### src/rtl/alu_pkg.sv
// alu_pkg: opcode enum and registered flag bundle shared by the pipelined ALU.
package alu_pkg;
    typedef enum logic [2:0] {
        OP_ADD, OP_SUB, OP_AND, OP_OR, OP_XOR, OP_SHL, OP_SHR, OP_PASS
    } alu_op_e;
    typedef struct packed {
        logic carry;
        logic gt;
        logic eq;
        logic lt;
        logic zero;
    } alu_flags_t;
endpackage

### src/rtl/alu_slice.sv
// alu_slice: WIDTH-bit add/sub/logic slice; SUB adds ~b with the chain carry-in seeded to 1.
module alu_slice import alu_pkg::*; #(
    parameter int WIDTH = 4
) (
    input  logic [WIDTH-1:0] a_i,
    input  logic [WIDTH-1:0] b_i,
    input  alu_op_e          op_i,
    input  logic             c_i,
    output logic [WIDTH-1:0] y_o,
    output logic             c_o
);
    logic [WIDTH:0] sum;
    assign sum = {1'b0, a_i} + {1'b0, (op_i == OP_SUB) ? ~b_i : b_i} + {{WIDTH{1'b0}}, c_i};
    assign c_o = sum[WIDTH];
    always_comb begin
        y_o = op_i == OP_AND ? a_i & b_i :
              op_i == OP_OR  ? a_i | b_i :
              op_i == OP_XOR ? a_i ^ b_i : sum[WIDTH-1:0];
    end
endmodule

### src/rtl/alu_pipe.sv
// alu_pipe: two-stage valid/ready ALU over N_ALU chained slices with an internal accumulator.
module alu_pipe import alu_pkg::*; #(
    parameter int WIDTH = 4,
    parameter int N_ALU = 4
) (
    input  logic                     clk,
    input  logic                     arst,
    input  logic                     in_valid,
    output logic                     in_ready,
    input  logic [WIDTH*N_ALU-1:0]   a,
    input  logic [WIDTH*N_ALU-1:0]   b,
    input  logic [2:0]               select,
    input  logic                     acc_en,
    input  logic                     acc_clr,
    output logic                     out_valid,
    input  logic                     out_ready,
    output logic [WIDTH*N_ALU-1:0]   out,
    output logic                     carry_out,
    output logic                     a_greater,
    output logic                     a_equal,
    output logic                     a_less,
    output logic                     zero,
    output logic [WIDTH*N_ALU-1:0]   acc
);
    localparam int DW = WIDTH * N_ALU;
    logic          s1_valid_q, s1_acc_en_q, out_valid_q;
    logic [DW-1:0] s1_a_q, s1_b_q, out_q, acc_q;
    alu_op_e       s1_op_q;
    alu_flags_t    flags_q, flags_d;
    logic          s2_free, s1_move, accept, s1_valid_d, out_valid_d;
    logic [DW-1:0] eff_a, slice_y, res_d, acc_d;
    logic [N_ALU:0] c;
    assign s2_free  = !out_valid_q || out_ready;
    assign s1_move  = s1_valid_q && s2_free;
    assign in_ready = !s1_valid_q || s2_free;
    assign accept   = in_valid && in_ready;
    assign eff_a    = s1_acc_en_q ? acc_q : s1_a_q;
    assign c[0]     = s1_op_q == OP_SUB;
    for (genvar i = 0; i < N_ALU; i++) begin : g_slice
        alu_slice #(.WIDTH(WIDTH)) u_slice (
            .a_i (eff_a[i*WIDTH +: WIDTH]),
            .b_i (s1_b_q[i*WIDTH +: WIDTH]),
            .op_i(s1_op_q),
            .c_i (c[i]),
            .y_o (slice_y[i*WIDTH +: WIDTH]),
            .c_o (c[i+1])
        );
    end
    always_comb begin
        res_d = s1_op_q == OP_SHL  ? {eff_a[DW-2:0], 1'b0} :
                s1_op_q == OP_SHR  ? {1'b0, eff_a[DW-1:1]} :
                s1_op_q == OP_PASS ? s1_b_q : slice_y;
        flags_d.carry = s1_op_q == OP_ADD ? c[N_ALU] :
                        s1_op_q == OP_SUB ? !c[N_ALU] :
                        s1_op_q == OP_SHL ? eff_a[DW-1] :
                        s1_op_q == OP_SHR ? eff_a[0] : 1'b0;
        flags_d.gt   = eff_a > s1_b_q;
        flags_d.eq   = eff_a == s1_b_q;
        flags_d.lt   = eff_a < s1_b_q;
        flags_d.zero = res_d == '0;
        s1_valid_d   = accept || (s1_valid_q && !s1_move);
        out_valid_d  = s1_move || (out_valid_q && !out_ready);
        // clear wins over a same-edge writeback; the transfer still used the old acc
        acc_d        = acc_clr ? '0 : (s1_move && s1_acc_en_q) ? res_d : acc_q;
    end
    always_ff @(posedge clk or negedge arst) begin
        if (!arst) begin
            s1_valid_q  <= 1'b0;
            s1_acc_en_q <= 1'b0;
            s1_a_q      <= '0;
            s1_b_q      <= '0;
            s1_op_q     <= OP_ADD;
            out_valid_q <= 1'b0;
            out_q       <= '0;
            flags_q     <= '0;
            acc_q       <= '0;
        end else begin
            s1_valid_q  <= s1_valid_d;
            out_valid_q <= out_valid_d;
            acc_q       <= acc_d;
            if (accept) begin
                s1_a_q      <= a;
                s1_b_q      <= b;
                s1_op_q     <= alu_op_e'(select);
                s1_acc_en_q <= acc_en;
            end
            if (s1_move) begin
                out_q   <= res_d;
                flags_q <= flags_d;
            end
        end
    end
    assign out_valid = out_valid_q;
    assign out       = out_q;
    assign carry_out = flags_q.carry;
    assign a_greater = flags_q.gt;
    assign a_equal   = flags_q.eq;
    assign a_less    = flags_q.lt;
    assign zero      = flags_q.zero;
    assign acc       = acc_q;
endmodule

### config.mk
export PLATFORM = sky130hd
export DESIGN_NAME = alu_pipe
export DESIGN_NICKNAME = d
export VERILOG_FILES = /design/src/rtl/alu_pkg.sv /design/src/rtl/alu_slice.sv /design/src/rtl/alu_pipe.sv
export SDC_FILE = /design/constraint.sdc
export NUM_CORES = 1
export LEC_CHECK = 0
export CAP_MARGIN = 20
export CORE_ASPECT_RATIO = 1.25
export CORE_MARGIN = 2
export CORE_UTILIZATION = 35
export DETAILED_ROUTE_END_ITERATION = 12
export HOLD_SLACK_MARGIN = 0.06
export PLACE_DENSITY = 0.59
export SYNTH_ARGS = -nofsm -noshare
export SYNTH_HDL_FRONTEND = slang
export SYNTH_SLANG_ARGS = --single-unit
### constraint.sdc
create_clock -name clk -period 7.4 [get_ports clk]
set_clock_uncertainty 0.1 [all_clocks]
set_input_delay 0.74 -clock clk [delete_from_list [all_inputs] [get_ports clk]]
set_output_delay 0.74 -clock clk [all_outputs]
set_load 0.02 [all_outputs]
==> impl_metrics.yaml, run 1 <==
outcome:
  status: "completed"
detailed_routing:
  wirelength_um: 16500
  drtAntennaViolNets: 0
  dr.first_iter.drc_count: 330
  vias: 4631
  drc: 0
  detail_route.first_pass.iterations: 5
  via_per_inst: 5.22
  avgRoutedWirePerCell_um: 18.6
synth:
  synth.distinct_cells: 63
  ys_seq_area_frac: 0.330
  async_flop_share: 1.00
  syn_inst: 601
  synthFlopType: "dfrtp_1"
  avgSynthCellArea_um2: 9.46
  ys_warn_count: 0
  ys_seq_elements: 75
  synth-edff-count: 0
  synth_area_um2: 5690
  synth_nets: 710
cells_and_area:
  area_delta_synth_final_pct: 21.7
  fin_cells: 887
  fill_cells: 1549
  final_util: 0.431
  nets: 775
  diodes: 0
  drive_above_1_share: 0.119
critical_path:
  cp.arrival_ns: 6.26
  worstSetupStartpointType: "flop"
  crit_path_end_kind: "flop"
  worstSetupPathType: "flop to flop"
  r2r_setup_slack_ns: 1.27
  timing.rr.start: "s1_op_q[1]"
  required_ns: 7.53
  cp_max_fo: 6
  worst_r2r_endpoint: "zero"
  reg2reg_depth: 24
power_and_ir_drop:
  total_power_w: 0.00199
  p_leak_nw: 3.10
  vdd_drop_max_uv: 111
  power_density_nw_per_um2: 288
hold_path:
  min_path_cells: 2
  hold_end: "out[9]"
  hp-class: "flop to flop"
  min_from: "out[9]"
timing:
  setup_ws_ns: 1.27
  slew_headroom: 0.339
  worst_pin_slew_ns: 0.989
  fmax_ghz: 0.163
  finalSetupTns_ns: 0
  timing.final.crit_share: 0.828
  drv_slew: 0
  setup_viol: 0
  rsz0062_at_grt: "false"
  hold_viol: 0
  min_period_ns: 6.13
placed_design:
  port_buffers: 79
  hpwlAfterDp_um: 12400
  place.gp.congestion: 0.920
  post-place-ws_ns: 1.35
  placed_cells: 871
floorplan:
  ios: 80
  core_area_um2: 16100
  fp.dieW_um: 118
  rows: 52
  initial_core_util: 0.354
  dieArea_um2: 17300
  die_h_um: 146
clock_network:
  clockBufferDepth: 2
  cts.repair.resized: 0
  hold_buffers: 0
  cts_buffers: 9
  clk_latency_ns: 0.34
  post_cts_buffers: 0
  root_buffer: "clkbuf_16"
  htreeDepth: 3
  tritoncts: "built"
  path_clk_slew_ns: 0.07
  clock-sinks: 75
global_route:
  track_usage: 0.190
  grt_max_degree: 76
  grt_pass1_wl_um: 25700
  antenna_found_initial: 0
  grt_pass1_vias: 4574
  gr-total-overflow: 0
flow_run:
  maxCapViolCount: 0
[where the power goes]
part | internal (W) | switching [W]
Clock | 0.000240 | 0.000198
Sequential | 0.000492 | 0.0000700
Combinational | 0.000423 | 0.000568
[worst max-delay path, stage by stage, from the launching register on]
cell and delay, ns:
dfrtp_1 0.38, or3b_1 0.53, xnor2_1 0.33, fa_1 0.27, a21o_1 0.12, a21oi_1 0.07
fa_1 0.41, fa_1 0.43, inv_1 0.07, a21o_1 0.11, a21oi_1 0.07, fa_1 0.40
fa_1 0.42, inv_1 0.08, a21o_1 0.11, a21oi_1 0.07, fa_1 0.42, fa_1 0.44
xnor2_1 0.15, nand2_1 0.07, a21oi_1 0.16, a2bb2oi_1 0.28, nor3b_1 0.08, and4_1 0.19
a32o_1 0.24
[worst max-delay path by stage]
stage | from | end
final | s1_op_q[1] | zero
after floorplan | s1_op_q[1] | zero
after detailed placement | s1_op_q[1] | zero
after global placement | s1_op_q[1] | zero
after CTS | s1_op_q[1] | zero
after global routing | s1_op_q[1] | zero
[cells in the mapped netlist, drive strengths merged (3+ instances only)]
master,n,area share
a211oi,7,0.0092
a21o,4,0.0053
a21oi,37,0.033
a221oi,5,0.0088
a22o,7,0.011
buf,20,0.021
clkbuf,12,0.0079
dfrtp,75,0.33
fa,7,0.025
ha,61,0.13
inv,49,0.032
mux2,38,0.075
mux2i,18,0.039
mux4,3,0.012
nand2,72,0.048
nand2b,8,0.0088
nor2,28,0.018
nor2b,13,0.014
nor3,9,0.0079
nor4,3,0.0033
o211ai,3,0.0040
o21ai,42,0.037
o21bai,5,0.0066
o221ai,4,0.0073
o22ai,8,0.0088
o31ai,4,0.0053
o32ai,5,0.0077
xnor2,19,0.029
xor2,4,0.0062
[area by class of cell]
class | count | area [um^2] | share of cell area
inverter | 49 | 184 | 0.0266
clock inverter | 6 | 48.8 | 0.00705
timing repair buffer | 86 | 841 | 0.121
sequential | 75 | 1880 | 0.271
tap | 216 | 270 | 0.0391
clock buffer | 10 | 239 | 0.0345
multi-input combinational | 445 | 3460 | 0.500
[metrics by stage]
| step | instance area, um^2 | hold WS (ns) |
|---|---|---|
| floorplan | 5690 | 0.344 |
| global placement | 6630 | 0.362 |
| detailed placement | 6630 | 0.364 |
| CTS | 6920 | 0.381 |
| global route | 6920 | 0.391 |
| finish | 6920 | 0.378 |
[layer usage]
layer | vias up | global-route usage | routed length (um)
li1 | 2225 | - | -
met1 | 2261 | 0.249 | 7350
met2 | 125 | 0.324 | 8080
met3 | 20 | 0.0207 | 709
met4 | 0 | 0.0699 | 313
met5 | - | 0 | 0
[placed cells by master, fill, tap and decap left out, types with 13 or more instances in the layout]
cell,netlist,final
a21oi_1,37,37
clkdlybuf4s50_1,0,78
dfrtp_1,75,74
ha_1,61,61
inv_1,46,46
mux2_2,38,38
nand2_1,72,72
nor2_1,28,28
nor2b_1,13,13
o21ai_0,40,40
xnor2_1,19,19
[sequential cells by signal, indices dropped and copies added, names as in the netlist]
| name | cells |
|---|---|
| a_equal | 1 |
| s1_op_q | 3 |
| a_greater | 1 |
| acc | 16 |
| a_less | 1 |
| out | 16 |
| zero | 1 |
| s1_acc_en_q | 1 |
| out_valid | 1 |
| s1_a_q | 16 |
| carry_out | 1 |
| s1_valid_q | 1 |
| s1_b_q | 16 |
[cell families (layout without fill, tap and decap cells)]
family | Yosys count | in the layout | synth area share
simple gates | 149 | 149 | 0.123
compound gates | 146 | 146 | 0.166
buf+inv | 81 | 151 | 0.0614
flops | 75 | 75 | 0.330
fa+ha+maj | 68 | 68 | 0.159
mux | 59 | 59 | 0.126
xor+xnor | 23 | 23 | 0.0354
Note: power is estimated with default switching activity, not from simulation.
==> inputs of run 2 (changes only) <==
PLACE_DENSITY = 0.61   (was 0.59)
clock period = 5.2 ns   (was 7.4 ns; I/O delays follow)
==> run 2 against run 1 <==
Effect of this change:
- first-iteration DRC count is 14% higher
- sequential power is 41% higher
- power is 53% higher
- count of clock-buffer cells in the layout is 1 higher
- the flow now finishes with violations (setup timing)
==> impl_metrics.yaml, run 2 (same netlist as run 1, synthesis figures left out) <==
detailed_routing:
  dr.first_iter.drc_count: 375
  drtAntennaViolNets: 0
  detail_route.first_pass.iterations: 5
  wirelength_um: 16600
  avgRoutedWirePerCell_um: 18.1
  drc: 0
  vias: 4834
  via_per_inst: 5.28
cells_and_area:
  fin_cells: 916
  diodes: 0
  layout_commonest_cell: "clkdlybuf4s50_1"
  area_delta_synth_final_pct: 27.7
  nets: 804
  mostFrequentLayoutCells: "clkdlybuf4s50_1, dfrtp_1, nand2_1"
  drive_above_1_share: 0.180
  fin_area_um2: 7260
floorplan:
  ios: 80
  die_h_um: 146
  rows: 52
  core_area_um2: 16100
  initial_core_util: 0.354
  fp.dieW_um: 118
  dieArea_um2: 17300
clock_network:
  clockBufferDepth: 2
  htreeDepth: 3
  path_clk_slew_ns: 0.07
  cts_buffers: 9
  tritoncts: "built"
  clk_latency_ns: 0.35
  hold_buffers: 0
  clock-sinks: 75
  root_buffer: "clkbuf_16"
placed_design:
  hpwlAfterDp_um: 12500
  port_buffers: 79
  placed_cells: 897
  place.gp.congestion: 0.933
  place_area_um2: 6860
timing:
  setup_ws_ns: -0.280
  fmax_ghz: 0.182
  drv_slew: 0
  setup_viol: 3
  slew_headroom: 0.332
  rsz0062_at_grt: "true"
  hold_viol: 0
  worst_pin_slew_ns: 1.00
  hold_ws_ns: 0.220
  min_period_ns: 5.48
  timing.final.crit_share: 1.05
power_and_ir_drop:
  vdd_drop_max_uv: 147
  power_density_nw_per_um2: 420
  p_leak_nw: 3.28
  total_power_w: 0.00305
outcome:
  status: "finished with violations"
  violations: "setup timing"
critical_path:
  worstSetupPathType: "flop to flop"
  required_ns: 5.33
  worstPathCellList: "or3b_4 > xnor2_2 > ha_1 > a21o_1 > a21oi_2 > fa_2 > fa_2 > inv_2 > a21o_1 > a21oi_2 > fa_2 > fa_2 > inv_2 > a21o_1 > a21oi_2 > fa_2 > fa_2 > mux4_2 > nor3b_1 > and4_1 > a32o_1"
  cp_common_cell: "fa_2"
  critical_path.top_delay_family: "adder cells"
  max_stage_delay_ns: 0.47
  crit_path_end_kind: "flop"
  cp_slowest_cell: "mux4_2"
  cp_max_fo: 4
  worstSetupStartpointType: "flop"
  cp.arrival_ns: 5.61
  r2r_setup_slack_ns: -0.28
  path_buf_inv: 2
hold_path:
  hp-class: "primary input to asynchronous set/reset pin"
global_route:
  track_usage: 0.192
  grt_pass1_vias: 4821
  gr-total-overflow: 0
  antenna_found_initial: 0
  grt_max_degree: 76
  grt_pass1_wl_um: 26200
flow_run:
  maxCapViolCount: 0
-- run 2: cell count changes in the layout (fill, tap and decap cells not counted), moves of 2 or more --
cell	before	now
buf_4	8	36
xnor2_1	19	17
bufinv_16	0	2
o21ai_1	2	6
inv_1	46	44
inv_2	3	5
a21oi_2	0	4
a21oi_1	37	33
clkinvlp_4	3	1
fa_1	7	0
fa_2	0	7
o21ai_0	40	36
-- run 2: worst register-to-register path, cell delays in order, from the launching register on --
cell and delay, ns:
dfrtp_2 0.40, or3b_4 0.45, xnor2_2 0.16, ha_1 0.30, a21o_1 0.14, a21oi_2 0.06
fa_2 0.36, fa_2 0.37, inv_2 0.06, a21o_1 0.12, a21oi_2 0.06, fa_2 0.36
fa_2 0.37, inv_2 0.05, a21o_1 0.13, a21oi_2 0.07, fa_2 0.36, fa_2 0.41
mux4_2 0.47, nor3b_1 0.15, and4_1 0.18, a32o_1 0.24
-- run 2: cell type report --
class	instances	area [um^2]
inverter	49	184
clock buffer	11	243
tap	216	270
timing repair buffer	115	1060
fill	1563	8810
clock inverter	5	85.1
multi-input combinational	445	3540
sequential	75	1880
-- run 2: metrics by stage --
stage          TNS [ns]   util  worst slack [ns]
6_report         -0.407  0.452            -0.280
5_1_grt           -1.49  0.452            -0.467
4_1_cts          -0.239  0.449            -0.239
3_5_place_dp     -0.688  0.427            -0.365
3_3_place_gp     -0.301  0.427            -0.288
2_1_floorplan    -0.358      -            -0.358
-- run 2: final timing paths --
path,cells past startpoint,start,to
max,21,s1_op_q[2],zero
min,1,arst,s1_b_q[6]
max reg2reg,21,s1_op_q[2],zero
min reg2reg,2,out[10],out[10]
max in group asynchronous,1,arst,s1_op_q[2]
min in group clk,2,out[10],out[10]
-- run 2: where the power goes --
| group | switching [W] | internal [W] | leakage (nW) | total [W] |
|---|---|---|---|---|
| registers | 0.0000938 | 0.000701 | 0.921 | 0.000795 |
| logic | 0.000853 | 0.000694 | 2.20 | 0.00155 |
| clock network | 0.000270 | 0.000437 | 0.156 | 0.000707 |
-- run 2: what timing repair did --
item	in CTS	in global routing
pin swaps	2	2
gates resized for setup	4	12
buffers inserted	1	2
endpoints found under the setup margin	6	9
-- run 2: layer usage --
layer	track usage	up-vias	wire length, um	part of all wire
met5	0	-	0	0
met4	0.0741	0	423	0.026
met3	0.0289	27	736	0.044
met2	0.328	142	8350	0.50
met1	0.245	2388	7060	0.43
li1	-	2277	-	-
==> inputs of run 3 (changes only) <==
PLACE_DENSITY = unset   (was 0.61)
SETUP_SLACK_MARGIN = 0.15   (was unset)
==> run 3 against run 2 <==
Effect of this change:
- the run still ends with setup timing left
- worst hold slack gained 0.011 ns
- die area is the same
- cell count grew 0.76%
- setup slack is essentially flat
- count of clock-buffer cells in the layout shrank 1
- sequential share of layout area is essentially flat
- sequential cell count is the same
- power shrank 3.1%
==> impl_metrics.yaml, run 3 (same netlist as run 1, synthesis figures left out) <==
outcome:
  status: "finished with violations"
  violations: "setup timing"
floorplan:
  ios: 80
  initial_core_util: 0.354
  die_h_um: 146
  core_area_um2: 16100
  dieArea_um2: 17300
  fp.dieW_um: 118
  rows: 52
cells_and_area:
  fin_area_um2: 7270
  fin_cells: 923
  area_delta_synth_final_pct: 27.8
  layout_commonest_cell: "clkdlybuf4s50_1"
  nets: 812
  final_util: 0.452
  drive_above_1_share: 0.194
  diodes: 0
  fill_cells: 1567
  mostFrequentLayoutCells: "clkdlybuf4s50_1, dfrtp_1, nand2_1"
clock_network:
  tritoncts: "built"
  clock-sinks: 75
  cts_buffers: 9
  path_clk_slew_ns: 0.06
  clockBufferDepth: 2
  root_buffer: "clkbuf_16"
  clk_latency_ns: 0.34
  htreeDepth: 3
critical_path:
  r2r_setup_slack_ns: -0.28
  cp_common_cell: "fa_2"
  reg2reg_depth: 22
  cp_slowest_cell: "mux4_2"
  worstPathCellList: "or3b_4 > buf_6 > mux2i_4 > fa_2 > a21o_1 > a21oi_2 > fa_2 > fa_2 > inv_2 > a21o_1 > a21oi_2 > fa_2 > fa_2 > inv_2 > a21o_1 > a21oi_2 > fa_2 > fa_2 > mux4_2 > nor3b_1 > and4_1 > a32o_1"
  timing.rr.start: "s1_op_q[2]"
  worstSetupStartpointType: "flop"
  max_stage_delay_ns: 0.47
  crit_path_end_kind: "flop"
  path_buf_inv: 3
  cp.arrival_ns: 5.60
  worst_r2r_endpoint: "zero"
  cp.depth: 22
  required_ns: 5.32
  cp_max_fo: 4
  critical_path.top_delay_family: "adder cells"
  worstSetupPathType: "flop to flop"
timing:
  setup_ws_ns: -0.280
  drv_slew: 0
  worst_pin_slew_ns: 0.952
  min_period_ns: 5.48
  slew_headroom: 0.365
  fmax_ghz: 0.182
  timing.final.crit_share: 1.05
  setup_viol: 3
  hold_ws_ns: 0.231
  hold_viol: 0
  rsz0062_at_grt: "true"
power_and_ir_drop:
  vdd_drop_max_uv: 147
  total_power_w: 0.00295
  p_leak_nw: 3.29
  power_density_nw_per_um2: 407
placed_design:
  place.gp.congestion: 0.931
  placed_cells: 903
  port_buffers: 79
  hpwlAfterDp_um: 12500
  place_area_um2: 6910
detailed_routing:
  drtAntennaViolNets: 0
  vias: 4845
  drc: 0
  wirelength_um: 16900
  avgRoutedWirePerCell_um: 18.3
  detail_route.first_pass.iterations: 8
  via_per_inst: 5.25
  dr.first_iter.drc_count: 305
global_route:
  grt_pass1_wl_um: 26900
  antenna_found_initial: 0
  track_usage: 0.196
  grt_pass1_vias: 4956
  grt_max_degree: 76
  gr-total-overflow: 0
hold_path:
  hp-class: "primary input to asynchronous set/reset pin"
flow_run:
  maxCapViolCount: 0
-- run 3: layout make-up --
cell class	count	area (um^2)	area share
Tap cell	216	270	0.0372
Inverter	49	184	0.0253
Multi-Input combinational cell	445	3540	0.487
Timing Repair Buffer	123	1130	0.156
Clock inverter	5	31.3	0.00431
Sequential cell	75	1880	0.258
Clock buffer	10	229	0.0315
-- run 3: how the worst max path moves through the flow --
stage,from,endpoint,slack [ns]
after CTS,s1_op_q[2],zero,-0.27
after global routing,s1_op_q[1],zero,-0.46
after detailed placement,s1_op_q[2],zero,-0.39
after global placement,s1_op_q[2],zero,-0.31
after floorplan,s1_op_q[1],zero,-0.31
final,s1_op_q[2],zero,-0.28
-- run 3: routing by layer --
layer	track usage	share of wire	wire length [um]
met1	0.252	0.44	7400
met2	0.340	0.50	8440
met3	0.0258	0.038	635
met4	0.0620	0.023	391
met5	0	0	0
-- run 3: power breakdown --
group	total (W)	internal [W]	switching (W)
clock network	0.000568	0.000319	0.000249
registers	0.000794	0.000701	0.0000923
logic	0.00159	0.000716	0.000876
-- run 3: repair_timing --
item                                    4_1_cts  5_1_grt
hold buffers                                  0        0
endpoints found under the setup margin       10       10
gates resized for setup                      18        6
setup buffers                                 2        3
pin swaps                                     5        6
-- run 3: stage by stage --
step	TNS [ns]	setup WS, ns
2_1_floorplan	-0.314	-0.314
3_3_place_gp	-0.344	-0.314
3_5_place_dp	-0.727	-0.390
4_1_cts	-0.289	-0.272
5_1_grt	-1.51	-0.462
6_report	-0.331	-0.280
